### config.mk
export PLATFORM = sky130hd
export DESIGN_NAME = audio_iir1_filter
export DESIGN_NICKNAME = d
export VERILOG_FILES = /design/src/rtl/audio_iir1_filter_pkg.sv /design/src/rtl/audio_iir1_filter_mac.sv /design/src/rtl/audio_iir1_filter.sv
export SDC_FILE = /design/constraint.sdc
export NUM_CORES = 1
export LEC_CHECK = 0
export ABC_CLOCK_PERIOD_IN_PS = 23400
export BUFFER_PORTS_ARGS = -buffer_cell sky130_fd_sc_hd__buf_2
export CAP_MARGIN = 20
export CORE_MARGIN = 2
export CORE_UTILIZATION = 55
export CTS_CLUSTER_DIAMETER = 50
export DETAILED_ROUTE_END_ITERATION = 10
export PLACE_DENSITY_LB_ADDON = 0.08
export SKIP_LAST_GASP = 1
export SYNTH_ARGS = -nofsm -noshare
export SYNTH_HDL_FRONTEND = slang
export SYNTH_HIERARCHICAL = 1
export SYNTH_SLANG_ARGS = --single-unit
### constraint.sdc
create_clock -name AUD_BCLK -period 23.4 [get_ports AUD_BCLK]
set_clock_uncertainty 0.1 [all_clocks]
set_input_delay 3.51 -clock AUD_BCLK [delete_from_list [all_inputs] [get_ports AUD_BCLK]]
set_output_delay 3.51 -clock AUD_BCLK [all_outputs]
set_load 0.02 [all_outputs]
### src/rtl/audio_iir1_filter_pkg.sv
// Shared mode codes, FSM encoding and the saturation helper for the IIR filter.
package audio_filt_pkg;

  localparam logic [1:0] MODE_HPF  = 2'd0;
  localparam logic [1:0] MODE_LPF  = 2'd1;
  localparam logic [1:0] MODE_BYP  = 2'd2;
  localparam logic [1:0] MODE_MUTE = 2'd3;

  // Frame capture happens on the IDLE->PRE transition, so no separate latch state is needed.
  typedef enum logic [1:0] {
    ST_IDLE   = 2'd0,
    ST_PRE    = 2'd1,
    ST_MUL    = 2'd2,
    ST_COMMIT = 2'd3
  } state_e;

  localparam int SAT_IN_W = 64;

  // Clamp a wide signed value into the signed range of a w-bit word.
  function automatic logic signed [SAT_IN_W-1:0] sat_w(input logic signed [SAT_IN_W-1:0] v,
                                                      input int w);
    logic signed [SAT_IN_W-1:0] hi;
    logic signed [SAT_IN_W-1:0] lo;
    hi = (64'sd1 <<< (w - 1)) - 64'sd1;
    lo = -(64'sd1 <<< (w - 1));
    if (v > hi)      return hi;
    else if (v < lo) return lo;
    else             return v;
  endfunction

endpackage

### src/rtl/audio_iir1_filter_mac.sv
// Shared multiply / shift / saturate unit: operands registered in PRE, result valid in MUL.
module iir1_mac
  import audio_filt_pkg::*;
#(
  parameter int W         = 16,
  parameter int COEF_W    = 16,
  parameter int COEF_FRAC = 15
) (
  input  logic                AUD_BCLK,
  input  logic                rst,
  input  logic                ld_i,
  input  logic signed [W+1:0] d_i,
  input  logic signed [W-1:0] base_i,
  input  logic [COEF_W-1:0]   coef_i,
  output logic signed [W-1:0] y_o
);

  // Wide enough for |d| < 3*2^(W-1) times an unsigned coefficient, so nothing wraps.
  localparam int P_W = W + COEF_W + 2;

  logic signed [W+1:0] d_q;
  logic signed [W-1:0] base_q;
  logic signed [P_W-1:0] d_x, c_x, p, q, y;

  // Capture the channel operand and its accumulation base.
  always_ff @(posedge AUD_BCLK or negedge rst)
    if (!rst) begin
      d_q    <= '0;
      base_q <= '0;
    end else if (ld_i) begin
      d_q    <= d_i;
      base_q <= base_i;
    end

  assign d_x = P_W'(d_q);
  assign c_x = P_W'(coef_i);
  assign p   = d_x * c_x;
  assign q   = p >>> COEF_FRAC;
  assign y   = q + P_W'(base_q);
  assign y_o = W'(sat_w(SAT_IN_W'(y), W));

endmodule

### src/rtl/audio_iir1_filter.sv
// First-order IIR (HPF/LPF/bypass/mute) over CH channels, one shared MAC, one frame per LRCK rise.
module audio_iir1_filter
  import audio_filt_pkg::*;
#(
  parameter int W         = 16,
  parameter int CH        = 2,
  parameter int COEF_W    = 16,
  parameter int COEF_FRAC = 15
) (
  input  logic                AUD_BCLK,
  input  logic                rst,
  input  logic                AUD_DACLRCK,
  input  logic [CH*W-1:0]     audio_in,
  input  logic [1:0]          mode,
  input  logic [COEF_W-1:0]   coef,
  input  logic                clr_overrun,
  output logic [CH*W-1:0]     audio_out,
  output logic                out_valid,
  output logic                busy,
  output logic                overrun
);

  localparam int CH_W = (CH > 1) ? $clog2(CH) : 1;

  state_e                  state_q, state_d;
  logic [CH_W-1:0]         ch_q, ch_d;
  logic                    lrck_q, start;
  logic [CH-1:0][W-1:0]    in_ch, x_q, x1_q, y1_q, shadow_q, out_q;
  logic [1:0]              mode_q, last_mode_q;
  logic [COEF_W-1:0]       coef_q;
  logic                    out_valid_q, overrun_q;
  logic signed [W-1:0]     xs, x1s, y1s, mac_y, y_ch;
  logic signed [W+1:0]     d_op;

  // Channel 0 sits in the MSBs of the packed bus.
  for (genvar k = 0; k < CH; k++) begin : g_pack
    assign in_ch[k]                   = audio_in[(CH-k)*W-1 -: W];
    assign audio_out[(CH-k)*W-1 -: W] = out_q[k];
  end

  assign start = AUD_DACLRCK & ~lrck_q;
  assign xs    = x_q[ch_q];
  assign x1s   = x1_q[ch_q];
  assign y1s   = y1_q[ch_q];

  // LPF integrates the error against y1; HPF feeds y1 + (x - x1) straight through alpha.
  assign d_op = (mode_q == MODE_LPF) ? ((W+2)'(xs) - (W+2)'(y1s))
                                     : ((W+2)'(y1s) + (W+2)'(xs) - (W+2)'(x1s));

  iir1_mac #(.W(W), .COEF_W(COEF_W), .COEF_FRAC(COEF_FRAC)) u_mac (
    .AUD_BCLK (AUD_BCLK),
    .rst      (rst),
    .ld_i     (state_q == ST_PRE),
    .d_i      (d_op),
    .base_i   ((mode_q == MODE_LPF) ? y1s : '0),
    .coef_i   (coef_q),
    .y_o      (mac_y)
  );

  // Bypass/mute reuse the MUL slot so latency is the same in every mode.
  always_comb begin
    y_ch = mac_y;
    case (mode_q)
      MODE_BYP:  y_ch = xs;
      MODE_MUTE: y_ch = '0;
      default:   ;
    endcase
  end

  // FSM state register.
  always_ff @(posedge AUD_BCLK or negedge rst)
    if (!rst) begin
      state_q <= ST_IDLE;
      ch_q    <= '0;
    end else begin
      state_q <= state_d;
      ch_q    <= ch_d;
    end

  // Next state: PRE/MUL pair per channel, then a single COMMIT cycle.
  always_comb begin
    state_d = state_q;
    ch_d    = ch_q;
    case (state_q)
      ST_IDLE: if (start) begin
        state_d = ST_PRE;
        ch_d    = '0;
      end
      ST_PRE:  state_d = ST_MUL;
      ST_MUL:  if (ch_q == CH_W'(CH - 1)) state_d = ST_COMMIT;
               else begin
                 state_d = ST_PRE;
                 ch_d    = ch_q + 1'b1;
               end
      ST_COMMIT: state_d = ST_IDLE;
      default:   state_d = ST_IDLE;
    endcase
  end

  // Frame capture, history/shadow update, output commit and overrun tracking.
  always_ff @(posedge AUD_BCLK or negedge rst)
    if (!rst) begin
      lrck_q      <= 1'b0;
      x_q         <= '0;
      x1_q        <= '0;
      y1_q        <= '0;
      shadow_q    <= '0;
      out_q       <= '0;
      mode_q      <= MODE_HPF;
      last_mode_q <= MODE_HPF;
      coef_q      <= '0;
      out_valid_q <= 1'b0;
      overrun_q   <= 1'b0;
    end else begin
      lrck_q      <= AUD_DACLRCK;
      out_valid_q <= 1'b0;
      if (state_q == ST_IDLE && start) begin
        x_q         <= in_ch;
        mode_q      <= mode;
        coef_q      <= coef;
        last_mode_q <= mode;
        // Stale history from another mode would produce a transient; start clean.
        if (mode != last_mode_q) begin
          x1_q <= '0;
          y1_q <= '0;
        end
      end
      if (state_q == ST_MUL) begin
        y1_q[ch_q]     <= y_ch;
        x1_q[ch_q]     <= x_q[ch_q];
        shadow_q[ch_q] <= y_ch;
      end
      if (state_q == ST_COMMIT) begin
        out_q       <= shadow_q;
        out_valid_q <= 1'b1;
      end
      // A new edge while busy is dropped; setting wins over a same-cycle clear.
      if (start && state_q != ST_IDLE) overrun_q <= 1'b1;
      else if (clr_overrun)            overrun_q <= 1'b0;
    end

  assign out_valid = out_valid_q;
  assign busy      = (state_q != ST_IDLE);
  assign overrun   = overrun_q;

endmodule

## Word level (Yosys, flattened, before mapping)

Index checks and enable logic that the tools add are counted.

- Register bits: 218
- Input bits: 54
- Word-level logic and storage cells: 78

- $add $sub $neg: 5
- Multiply operators: 1
- Magnitude comparators: 4
- Equal/unequal tests: 8
- Multiplexer cells: 31
- Bitwise logic cells: 2
- Reductions and logical operators: 8

Operators with widths:

| cell | number |
|---|---|
| 2-to-1 mux 32 bit | 6 |
| 2-to-1 mux 16 bit | 10 |
| bitwise mux 32 bit | 3 |
| multiplier 18 x 17 -> 34 bit | 1 |
| one-hot mux 16 bit (2 select lines) | 1 |
| adder 19 x 16 -> 20 bit | 1 |
| greater-than comparator 20 x 16 -> 1 bit (second input constant) | 1 |
| < comparator 20 x 16 -> 1 bit (second input constant) | 1 |
| 2-to-1 mux 18 bit | 1 |
| subtractor 17 x 16 -> 18 bit | 1 |
| adder 16 x 16 -> 17 bit | 1 |
| subtractor 16 x 16 -> 17 bit | 1 |
| demux 16 bit (select 1 bit) | 1 |
| == test 2 bit (second input constant) | 4 |
| one-hot mux 2 bit (4 select lines) | 1 |
| nonzero test 2 bit | 3 |
| 2-to-1 mux 1 bit | 5 |
| == test 2 x 1 -> 1 bit (second input constant) | 2 |
| 2-to-1 mux 2 bit | 2 |
| logical AND 1 bit | 3 |
| logical NOT 2 bit | 1 |
| < comparator 1 x 2 -> 1 bit (second input constant) | 1 |
| inequality test 2 bit | 1 |
| inequality test 2 bit (second input constant) | 1 |
| other kinds (6) | 6 |

## Depth between registers and ports, before layout

Gate-level depths: netlist of run 1.

- Depth in word-level cells: 8
- Mapped depth: 39
- Gate-level depth less buffers: 36

## Cells and area by module

Netlist of run 1, hierarchy kept.

By module, submodules not included:

| module | instances | cells each | area each (µm²) | sequential area each (µm²) |
|---|---|---|---|---|
| iir1_mac | 1 | 1,387 | 12,768.5 | 850.8 |
| audio_iir1_filter | 1 | 918 | 9,660.5 | 4,604.4 |

## Least setup slack after synthesis of run 1

No wires, ideal clock.

- Kind: reg2reg
- Start point: register coef_q[2]
- End point: register shadow_q[14] in the netlist's numbering
- Setup time: 0.065 ns
- Arrival: 8.195 ns
- Required time: 23.235 ns
- Slack: 15.040 ns
- Cell stages (with the launch flop): 38
- Buffers on the path: 3
- Period minus slack after synthesis: 8.360 ns
- Path through: dfrtp_1 clkbuf_1 clkbuf_1 nand2_1 fa_1 fa_1 fa_1 fa_1 inv_1 fa_1 inv_1 fa_1 inv_1 ha_1 and4_1 o21ai_0 nor2_1 nor3_1 (+2 left out) nor2_1 a21oi_1 xnor2_1 ha_1 o21a_1 o21a_1 o22ai_4 o21ai_1 and4_4 o31a_1 nor4_2 a22oi_2 buf_6 o21ai_1 inv_1 o22ai_1 nand2_1 nand2_1

- Longest elaborated chain between the ends: 7
- Elaborated cells on any way between the ends: 8
- Those cells by class: add/sub: 1; mul: 1; order compare: 2; mux: 4

RTL lines:

| what | RTL line | RTL |
|---|---|---|
| start: declaration | audio_iir1_filter.sv:30 | `logic [COEF_W-1:0] coef_q;` |
| start signal: assignment | audio_iir1_filter.sv:120 | `coef_q <= coef;` |
| multiplier 18 x 17 -> 34 bit (*) | audio_iir1_filter_mac.sv:37 | `assign p = d_x * c_x;` |
| adder 19 x 16 -> 20 bit (*) | audio_iir1_filter_mac.sv:39 | `assign y = q + P_W'(base_q);` |
| < comparator 20 x 16 -> 1 bit | audio_iir1_filter_pkg.sv:27 | `else if (v < lo) return lo;` |
| 2-to-1 mux 16 bit | audio_iir1_filter_pkg.sv:27 |  |
| 2-to-1 mux 16 bit (*) | audio_iir1_filter_pkg.sv:26 | `if (v > hi) return hi;` |
| net mac_y[14] | audio_iir1_filter.sv:32 | `logic signed [W-1:0] xs, x1s, y1s, mac_y, y_ch;` |
| one-hot mux 16 bit (2 select lines) (*) | audio_iir1_filter.sv:63 | `case (mode_q)` |
| bitwise mux 32 bit (*) | audio_iir1_filter.sv:131 | `shadow_q[ch_q] <= y_ch;` |
| end signal: indexed assignment | audio_iir1_filter.sv:131 |  |
| end: declaration | audio_iir1_filter.sv:28 | `logic [CH-1:0][W-1:0] in_ch, x_q, x1_q, y1_q, shadow_q, out_q;` |

The timed path passes the listed nets; every way through them passes the cells marked *.
A chain may end at the register's enable or synchronous reset.

## Worst setup path after layout of run 1

- Start point: register u_mac.d_q[10]
- End point: register y1_q[18] in the netlist's numbering

- Longest elaborated chain between the ends: 8
- Elaborated cells on any way between the ends: 9
- Those cells by class: add/sub: 1; mul: 1; order compare: 2; mux: 5

RTL lines:

| what | RTL line | RTL |
|---|---|---|
| start: declaration | audio_iir1_filter_mac.sv:21 | `logic signed [W+1:0] d_q;` |
| start signal: assignment | audio_iir1_filter_mac.sv:31 | `d_q <= d_i;` |
| multiplier 18 x 17 -> 34 bit (*) | audio_iir1_filter_mac.sv:37 |  |
| adder 19 x 16 -> 20 bit (*) | audio_iir1_filter_mac.sv:39 |  |
| < comparator 20 x 16 -> 1 bit | audio_iir1_filter_pkg.sv:27 |  |
| 2-to-1 mux 16 bit | audio_iir1_filter_pkg.sv:27 |  |
| 2-to-1 mux 16 bit (*) | audio_iir1_filter_pkg.sv:26 |  |
| net mac_y[2] | audio_iir1_filter.sv:32 |  |
| one-hot mux 16 bit (2 select lines) (*) | audio_iir1_filter.sv:63 |  |
| bitwise mux 32 bit (*) | audio_iir1_filter.sv:129 | `y1_q[ch_q] <= y_ch;` |
| 2-to-1 mux 32 bit (*) | audio_iir1_filter.sv:128 | `if (state_q == ST_MUL) begin` |
| end signal: indexed assignment | audio_iir1_filter.sv:129 |  |
| end: declaration | audio_iir1_filter.sv:28 |  |

Marked as above.

==> results of run 1 <==
==> cells in the final DEF (no fill, tap or decap), drive strengths merged, types with 5 or more instances in the layout <==
master / count
inv: 439
nand2: 367
fa: 304
dfrtp: 218
ha: 137
mux2: 133
and2: 115
buf: 100
a21oi: 59
nor2: 57
o21ai: 43
mux2i: 38
xnor2: 37
clkbuf: 37
a22o: 32
a21o: 26
xor2: 25
o22ai: 22
o21a: 15
nor2b: 13
nand2b: 12
nor3: 11
and3: 9
a211oi: 9
o211ai: 9
nand3: 8
clkinv: 8
a31oi: 7
o31ai: 7
o21bai: 6
and4: 6
o31a: 5
==> sequential cells by signal (all words and copies together), names as in the netlist <==
register,count
x1_q,32
out_valid,1
shadow_q,32
overrun,1
last_mode_q,2
x_q,32
state_q,2
y1_q,32
ch_q,1
lrck_q,1
audio_out,32
u_mac/base_q,16
coef_q,16
u_mac/d_q,18
==> worst reg2reg max path, delay by kind of cell, from the launching register on <==
kind	cells	cell delay [ps]
AOI/OAI and AO/OA	11	2640
xor gates and xnor gates	1	200
adders and majority gates	8	3750
buffers and inverters	4	250
DFF	1	740
and+or+nand+nor	10	1720
==> per-layer routing <==
layer / vias up / share of wire, %
li1: 7334 / -
met1: 7951 / 45
met2: 387 / 46
met3: 86 / 5.5
met4: 2 / 2.6
met5: - / 0.018
==> kinds of logic (layout without fill, tap and decap cells) <==
logic type	count (synthesis)	count (layout)
AO/OA/AOI/OAI	268	268
XOR/XNOR	62	62
adder cells (fa/ha/maj)	441	441
buffers and inverters	526	589
flip-flops	218	218
multiplexers	171	171
AND/OR/NAND/NOR	619	619
==> area by class of cell <==
type                    instances  area [um^2]  share of cell area [%]
well taps                     525        656.9                   2.698
flip-flops and latches        218         5456                   22.41
clock inverters                19        206.4                  0.8478
multi-input cells            1561        15020                   61.66
clock buffers                  37        817.0                   3.355
inverters                     433         1625                   6.675
repair buffers                100        573.1                   2.353
==> how the worst max path moves through the flow <==
stage                         endpoint  slack [ps]  cells after the start
final                         y1_q[18]       13930                     34
after CTS                     y1_q[18]       13970                     34
after global placement    shadow_q[18]       14170                     34
after global routing          y1_q[18]       13370                     34
after detailed placement  shadow_q[20]       13950                     34
after floorplan           shadow_q[14]       15040                     37
==> through the flow <==
| stage | setup slack, ps | util (%) | instances |
|---|---|---|---|
| after floorplan | 15040 | - | 2305 |
| after global placement | 14170 | 58.19 | 2835 |
| after detailed placement | 13950 | 58.24 | 2836 |
| after CTS | 13970 | 60.80 | 2892 |
| after global routing | 13370 | 60.87 | 2893 |
| final | 13930 | 60.87 | 2893 |
==> out/metrics.yaml, run 1 <==
clock_tree:
  clock_path_buffers: 3
  post-cts-setup-buffer-count: 0
  htreeDepth: 1
  numCtsBuffers: 30
  clk_latency_ps: 600
  clock_sinks: 218
  clockRootBuffer: "clkbuf_16"
  cts_tree: "done"
  ctsResizeCount: 0
  clk_pin_slew_ps: 60
  cts_hold_buf: 0
route:
  ant_nets: 0
  vias_per_cell: 5.448
  post-route-drc-count: 0
  routed_wl_mm: 54.12
  vias: 15760
  drt-initial-drc-count: 900
  first_pass_iters: 4
  post_drt_wl_per_cell_um: 18.71
synthesis:
  synth_fa_ha_area_share_pct: 34.78
  yosysSeqAreaShare_pct: 24.32
  avgSynthCellArea_um2: 9.731
  yosysUniqueCellTypes: 77
  post-synth-top-area-cell: "fa_1"
  async_reset_ff_share_pct: 100.0
  synth-compound-area-share_pct: 8.574
  synth_ff_type: "dfrtp_1"
  synth_common_cells: "433 x inv_1, 367 x nand2_1, 304 x fa_1, 218 x dfrtp_1, 137 x ha_1"
  synth_edf_count: 0
  ys_ff_latch: 218
  syn_nets: 2800
  synth.most_common_cell: "inv_1"
  synthXorXnorAreaFrac_pct: 2.421
  synthMuxAreaShare_pct: 8.373
  netlist_top_cells_area: "fa_1 27%, dfrtp_1 24%, ha_1 7.6%, inv_1 7.2%, mux2_2 6.7%"
  ys_warn_count: 6
  synth_top_family_by_area: "adder cells"
  synth_area_mm2: 0.02243
  yosys.area_share.simple_pct: 12.65
  netlist_instances: 2305
  yosys.area.top_type_share_pct: 27.13
global_route:
  grt_use_total_pct: 27.24
  met3_usage_pct: 4.131
  antenna_found_initial: 1
  grt_util_met2_pct: 44.16
  grt_pass1_vias: 16900
  grt_pass1_wl_mm: 90.25
  globalRouteOverflowTotal: 0
  use_met1_pct: 38.61
  grt_max_degree: 81
  busiest_layer: "met2"
floorplanning:
  die-area_mm2: 0.04241
  floorplan.initialDensity_pct: 56.06
  die_x_um: 205.9
  rows: 73
  die_height_um: 205.9
  core-area_mm2: 0.04001
  ioPinCount: 89
sta:
  fmax_mhz: 105.6
  finalCritPeriodShare_pct: 40.48
  tns_ps: 0
  hold-worst-slack_ps: 374.1
  setup_violations: 0
  layout_min_cycle_time_ps: 9472
  hold_violations: 0
  rsz0062_at_grt: "no"
  maxSlewHeadroom_pct: 31.21
  tightest_slew_ps: 1003
  slew_viol_final: 0
layout:
  nFillCells: 3471
  nNetsFinal: 2839
  drive_above_1_share_pct: 13.30
  areaGrowthSynthToFinish_pct: 8.569
  n_antenna_cell: 0
  fin_area_mm2: 0.02435
critical_path:
  crit_top_cell: "fa_1"
  critPathMaxFanout: 17
  crit_start: "u_mac/d_q[10]"
  r2r-end: "y1_q[18]"
  cp-end-kind: "flop"
  worst_ep_required_time_ps: 23790
  crit_buf_inv: 4
  cp-start-kind: "flop"
  r2r_cells: 34
  worstPathArrival_ps: 9860
  crit_family: "adder cells"
  path_class: "flop to flop"
  worst-r2r-setup-slack_ps: 13930
  critPathSlowestCell: "dfrtp_1"
  slowest_delay_ps: 740
  reg2reg_from: "u_mac/d_q[10]"
outcome:
  outcome: "complete, no violations"
hold_path:
  holdCritPathClass: "flop to flop"
  hold-path-endpoint: "y1_q[8]"
  min_path_cells: 2
  hp-start: "y1_q[8]"
placed_design:
  post_dp_cell_area_mm2: 0.02330
  place.gp.congestion: 0.8407
  io_buffers: 88
  dp_hpwl_mm: 42.36
flow_run:
  max_cap_violations: 0
Power of run 1 is left out: the tool's default activity adds up to more than one toggle a clock period on the data nets, which glitch-free logic cannot reach.
==> run 2, diff against run 1 <==
--- a/config.mk
+++ b/config.mk
@@ -5,7 +5,7 @@
 export SDC_FILE = /design/constraint.sdc
 export NUM_CORES = 1
 export LEC_CHECK = 0
-export ABC_CLOCK_PERIOD_IN_PS = 23400
+export ABC_CLOCK_PERIOD_IN_PS = 9800
 export BUFFER_PORTS_ARGS = -buffer_cell sky130_fd_sc_hd__buf_2
 export CAP_MARGIN = 20
 export CORE_MARGIN = 2
==> constraint.sdc (replaced) <==
create_clock -name AUD_BCLK -period 9.8 [get_ports AUD_BCLK]
set_clock_uncertainty 0.1 [all_clocks]
set_input_delay 1.47 -clock AUD_BCLK [delete_from_list [all_inputs] [get_ports AUD_BCLK]]
set_output_delay 1.47 -clock AUD_BCLK [all_outputs]
set_load 0.02 [all_outputs]
==> run 2 against run 1 <==
Effect of this change:
- first-iteration DRC count shrank 1.0%
- flip-flop and latch count is the same
- register-to-register slack lost 14000 ps
- via count grew 0.29%
- final cell count grew 0.66%
- critical path type unchanged
- clock-buffer cell count grew 8
==> out/metrics.yaml, run 2 (synthesized netlist as in run 1, its figures left out) <==
layout:
  nNetsFinal: 2856
  fin_area_mm2: 0.02463
  final_cell_mix: "433 x inv_1, 366 x nand2_1, 304 x fa_1"
  areaGrowthSynthToFinish_pct: 9.807
  final_common_cell: "inv_1"
  drive_above_1_share_pct: 14.12
hold_path:
  hp-start: "y1_q[18]"
  min_path_cells: 2
  hold-path-endpoint: "y1_q[18]"
  holdCritPathClass: "flop to flop"
sta:
  slew_viol_final: 0
  fmax_mhz: 106.3
  hold_violations: 0
  setup_violations: 0
  layout_min_cycle_time_ps: 9405
  tightest_slew_ps: 1008
  finalCritPeriodShare_pct: 95.96
  worst_slack_ps: 395.4
  maxSlewHeadroom_pct: 32.63
critical_path:
  crit_start: "coef_q[5]"
  worst-r2r-setup-slack_ps: 400
  crit_top_cell: "fa_1"
  reg2reg_from: "coef_q[5]"
  worst_ep_required_time_ps: 10130
  critPathMaxFanout: 19
  r2r-end: "y1_q[18]"
  r2r_cells: 35
  worstPathArrival_ps: 9730
  cp-start-kind: "flop"
  path_class: "flop to flop"
  critPathSlowestCell: "dfrtp_1"
  slowest_delay_ps: 590
  cp-end-kind: "flop"
placed_design:
  place.gp.congestion: 0.8694
  io_buffers: 88
  post-place-ws_ps: 344.4
  post_dp_cell_area_mm2: 0.02340
  dp_hpwl_mm: 43.04
route:
  post_drt_wl_per_cell_um: 18.90
  routed_wl_mm: 55.04
  vias: 15810
  drt-initial-drc-count: 891
  first_pass_iters: 5
  ant_nets: 0
  post-route-drc-count: 0
  vias_per_cell: 5.428
floorplanning:
  floorplan.initialDensity_pct: 56.06
  core-area_mm2: 0.04001
  die_x_um: 205.9
  die_height_um: 205.9
  ioPinCount: 89
  die-area_mm2: 0.04241
  rows: 73
clock_tree:
  numCtsBuffers: 34
  clk_pin_slew_ps: 50
  clockRootBuffer: "clkbuf_16"
  clock_sinks: 218
  clk_latency_ps: 550
  cts_tree: "done"
  htreeDepth: 2
  clock_path_buffers: 3
  post-cts-setup-buffer-count: 0
global_route:
  globalRouteOverflowTotal: 0
  grt_pass1_wl_mm: 90.90
  antenna_found_initial: 0
  grt_max_degree: 80
  grt_pass1_vias: 16870
  grt_use_total_pct: 27.74
flow_run:
  max_cap_violations: 0
outcome:
  outcome: "complete, no violations"
==> run 2: changes by cell type in the layout (fill, tap and decap cells not counted), moves of 3 or more <==
| cell | delta |
|---|---|
| buf_4 | +13 |
| dfrtp_1 | -5 |
| dfrtp_2 | +5 |
| clkbuf_16 | +4 |
| clkbuf_8 | +3 |
| inv_8 | -3 |
==> run 2: layout make-up <==
class,instances,area [um^2]
repair buffers,113,670.6
inverters,433,1625
flip-flops and latches,218,5463
multi-input cells,1561,15030
clock inverters,16,222.7
well taps,525,656.9
diodes,1,2.502
clock buffers,45,962.2
fillers,3416,15380
==> run 2: worst max-delay path: cells and delay by family, from the launching register on <==
| kind | cells | cell delay [ps] |
|---|---|---|
| compound gates | 12 | 2680 |
| xor+xnor | 1 | 200 |
| fa+ha+maj | 8 | 3650 |
| buf+inv | 5 | 280 |
| flops | 1 | 590 |
| simple gates | 9 | 1780 |
==> run 2: timing repair <==
item,in CTS,in global routing
hold buffers,0,0
hold endpoints to repair,0,0
gates resized for setup,0,7
setup endpoints to repair,0,60
==> run 2: metrics by stage <==
stage	TNS [ps]	util (%)	instances	hold slack, ps
3_5_place_dp	0	58.49	2849	359.3
6_report	0	61.56	2912	375.1
4_1_cts	0	61.45	2910	377.0
5_1_grt	-345.7	61.56	2911	391.9
3_3_place_gp	0	58.44	2848	360.5
2_1_floorplan	0	-	2305	342.2
==> run 2: worst max-delay path by stage <==
stage,cells after the start,endpoint
after global routing,35,shadow_q[18]
after CTS,34,y1_q[18]
after detailed placement,35,shadow_q[18]
after global placement,34,y1_q[21]
final,35,y1_q[18]
after floorplan,37,shadow_q[14]
==> run 2: metal layers <==
layer | part of all wire (%) | wire (um) | vias up | GRT usage, %
met3 | 5.6 | 3074 | 75 | 4.983
met1 | 45 | 24650 | 7977 | 38.04
met5 | 0 | 0 | - | 0
met4 | 2.1 | 1158 | 0 | 7.449
li1 | - | - | 7349 | -
met2 | 48 | 26150 | 404 | 45.63
Power of run 2 is left out for the same reason.
==> run 3, diff against run 2 <==
--- a/config.mk
+++ b/config.mk
@@ -8,7 +8,7 @@
 export ABC_CLOCK_PERIOD_IN_PS = 9800
 export BUFFER_PORTS_ARGS = -buffer_cell sky130_fd_sc_hd__buf_2
 export CAP_MARGIN = 20
-export CORE_MARGIN = 2
+export CORE_MARGIN = 5
 export CORE_UTILIZATION = 55
 export CTS_CLUSTER_DIAMETER = 50
 export DETAILED_ROUTE_END_ITERATION = 10
==> run 3 against run 2 <==
Effect of this change:
- global-route usage fell by 2.4 points
- worst setup slack gained 210 ps
- final cell count about the same
- sequential share of layout area grew 0.12 points
- clock-buffer cell count down 5
==> out/metrics.yaml, run 3 (synthesized netlist as in run 1, its figures left out) <==
clock_tree:
  numCtsBuffers: 34
  htreeDepth: 2
  clockRootBuffer: "clkbuf_16"
  clock_sinks: 218
  clk_pin_slew_ps: 50
  clk_latency_ps: 520
  clock_path_buffers: 3
  cts_tree: "done"
  cts_hold_buf: 0
sta:
  fmax_mhz: 108.8
  maxSlewHeadroom_pct: 27.90
  finalCritPeriodShare_pct: 93.79
  slew_viol_final: 0
  tightest_slew_ps: 1079
  layout_min_cycle_time_ps: 9191
  tns_ps: 0
  setup_violations: 0
  rsz0062_at_grt: "no"
  hold_violations: 0
route:
  routed_wl_mm: 54.35
  drt-initial-drc-count: 832
  vias: 15800
  ant_nets: 0
  first_pass_iters: 5
  post-route-drc-count: 0
  vias_per_cell: 5.430
  post_drt_wl_per_cell_um: 18.68
global_route:
  grt_max_degree: 77
  grt_util_met2_pct: 40.95
  antenna_found_initial: 0
  grt_use_total_pct: 25.32
  globalRouteOverflowTotal: 0
  met3_usage_pct: 3.408
  use_met1_pct: 36.98
  busiest_layer: "met2"
  grt_pass1_wl_mm: 91.22
  grt_pass1_vias: 17100
critical_path:
  cp-start-kind: "flop"
  critPathSlowestCell: "dfrtp_1"
  crit_start: "u_mac/d_q[7]"
  worstPathArrival_ps: 9550
  r2r-end: "shadow_q[20]"
  path_class: "flop to flop"
  crit_top_cell: "fa_1"
  reg2reg_from: "u_mac/d_q[7]"
  worst_ep_required_time_ps: 10160
  worst-r2r-setup-slack_ps: 610
  slowest_delay_ps: 660
  crit_buf_inv: 6
  cp-end-kind: "flop"
  crit_family: "adder cells"
  r2r_cells: 36
  critPathMaxFanout: 17
layout:
  nNetsFinal: 2852
  drive_above_1_share_pct: 13.79
  final_cell_mix: "433 x inv_1, 366 x nand2_1, 304 x fa_1"
  areaGrowthSynthToFinish_pct: 9.098
  final_common_cell: "inv_1"
  n_antenna_cell: 0
flow_run:
  max_cap_violations: 0
hold_path:
  min_path_cells: 2
  holdCritPathClass: "flop to flop"
  hold-path-endpoint: "y1_q[7]"
  hp-start: "y1_q[7]"
floorplanning:
  core-area_mm2: 0.04055
  ioPinCount: 89
  rows: 74
  die_x_um: 211.9
  die_height_um: 211.9
  floorplan.initialDensity_pct: 55.31
  die-area_mm2: 0.04492
placed_design:
  io_buffers: 88
  dp_hpwl_mm: 42.67
  place.gp.congestion: 0.9362
outcome:
  outcome: "complete, no violations"
==> run 3: routing by layer <==
metal	vias up	part of all wire [%]
li1	7345	-
met1	8020	46
met2	372	47
met3	65	5.0
met4	0	2.1
met5	-	0
==> run 3: through the flow <==
step / instance area (um^2) / utilization (%) / hold WS, ps / worst slack, ps / std cells
after floorplan: 22430 / - / 342.2 / 1440 / 2305
after global placement: 23370 / 57.63 / 357.3 / 818.9 / 2853
after detailed placement: 23370 / 57.63 / 363.0 / 680.8 / 2853
after CTS: 24470 / 60.34 / 375.1 / 625.0 / 2910
after global routing: 24470 / 60.34 / 390.3 / 16.03 / 2910
final: 24470 / 60.34 / 372.3 / 609.0 / 2910
==> run 3: worst register-to-register path: cells and delay by family (launching register included) <==
family          cells  cell delay (ps)
compound gates     12             2530
simple gates        9             1640
fa+ha+maj           8             3590
xor+xnor            1              160
flops               1              660
buf+inv             6              480
==> run 3: worst max-delay path by stage <==
stage | to | slack [ps] | cells after the start
floorplan | shadow_q[14] | 1440 | 37
global placement | shadow_q[3] | 820 | 36
detailed placement | shadow_q[4] | 680 | 35
CTS | shadow_q[20] | 630 | 36
global route | y1_q[4] | 20 | 35
finish | shadow_q[20] | 610 | 36
==> run 3: area by class of cell <==
| cell class | count | area [um^2] |
|---|---|---|
| Sequential cell | 218 | 5458 |
| Fill cell | 3488 | 16080 |
| Clock buffer | 40 | 934.6 |
| Clock inverter | 17 | 162.7 |
| Timing Repair Buffer | 109 | 608.1 |
| Inverter | 433 | 1625 |
| Multi-Input combinational cell | 1561 | 15020 |
| Tap cell | 532 | 665.6 |
==> run 3: repair_timing <==
action | in CTS | in global routing
endpoints found under the setup margin | 0 | 1
setup buffers | 0 | 0
gates resized for setup | 0 | 1
Power of run 3 is left out for the same reason.
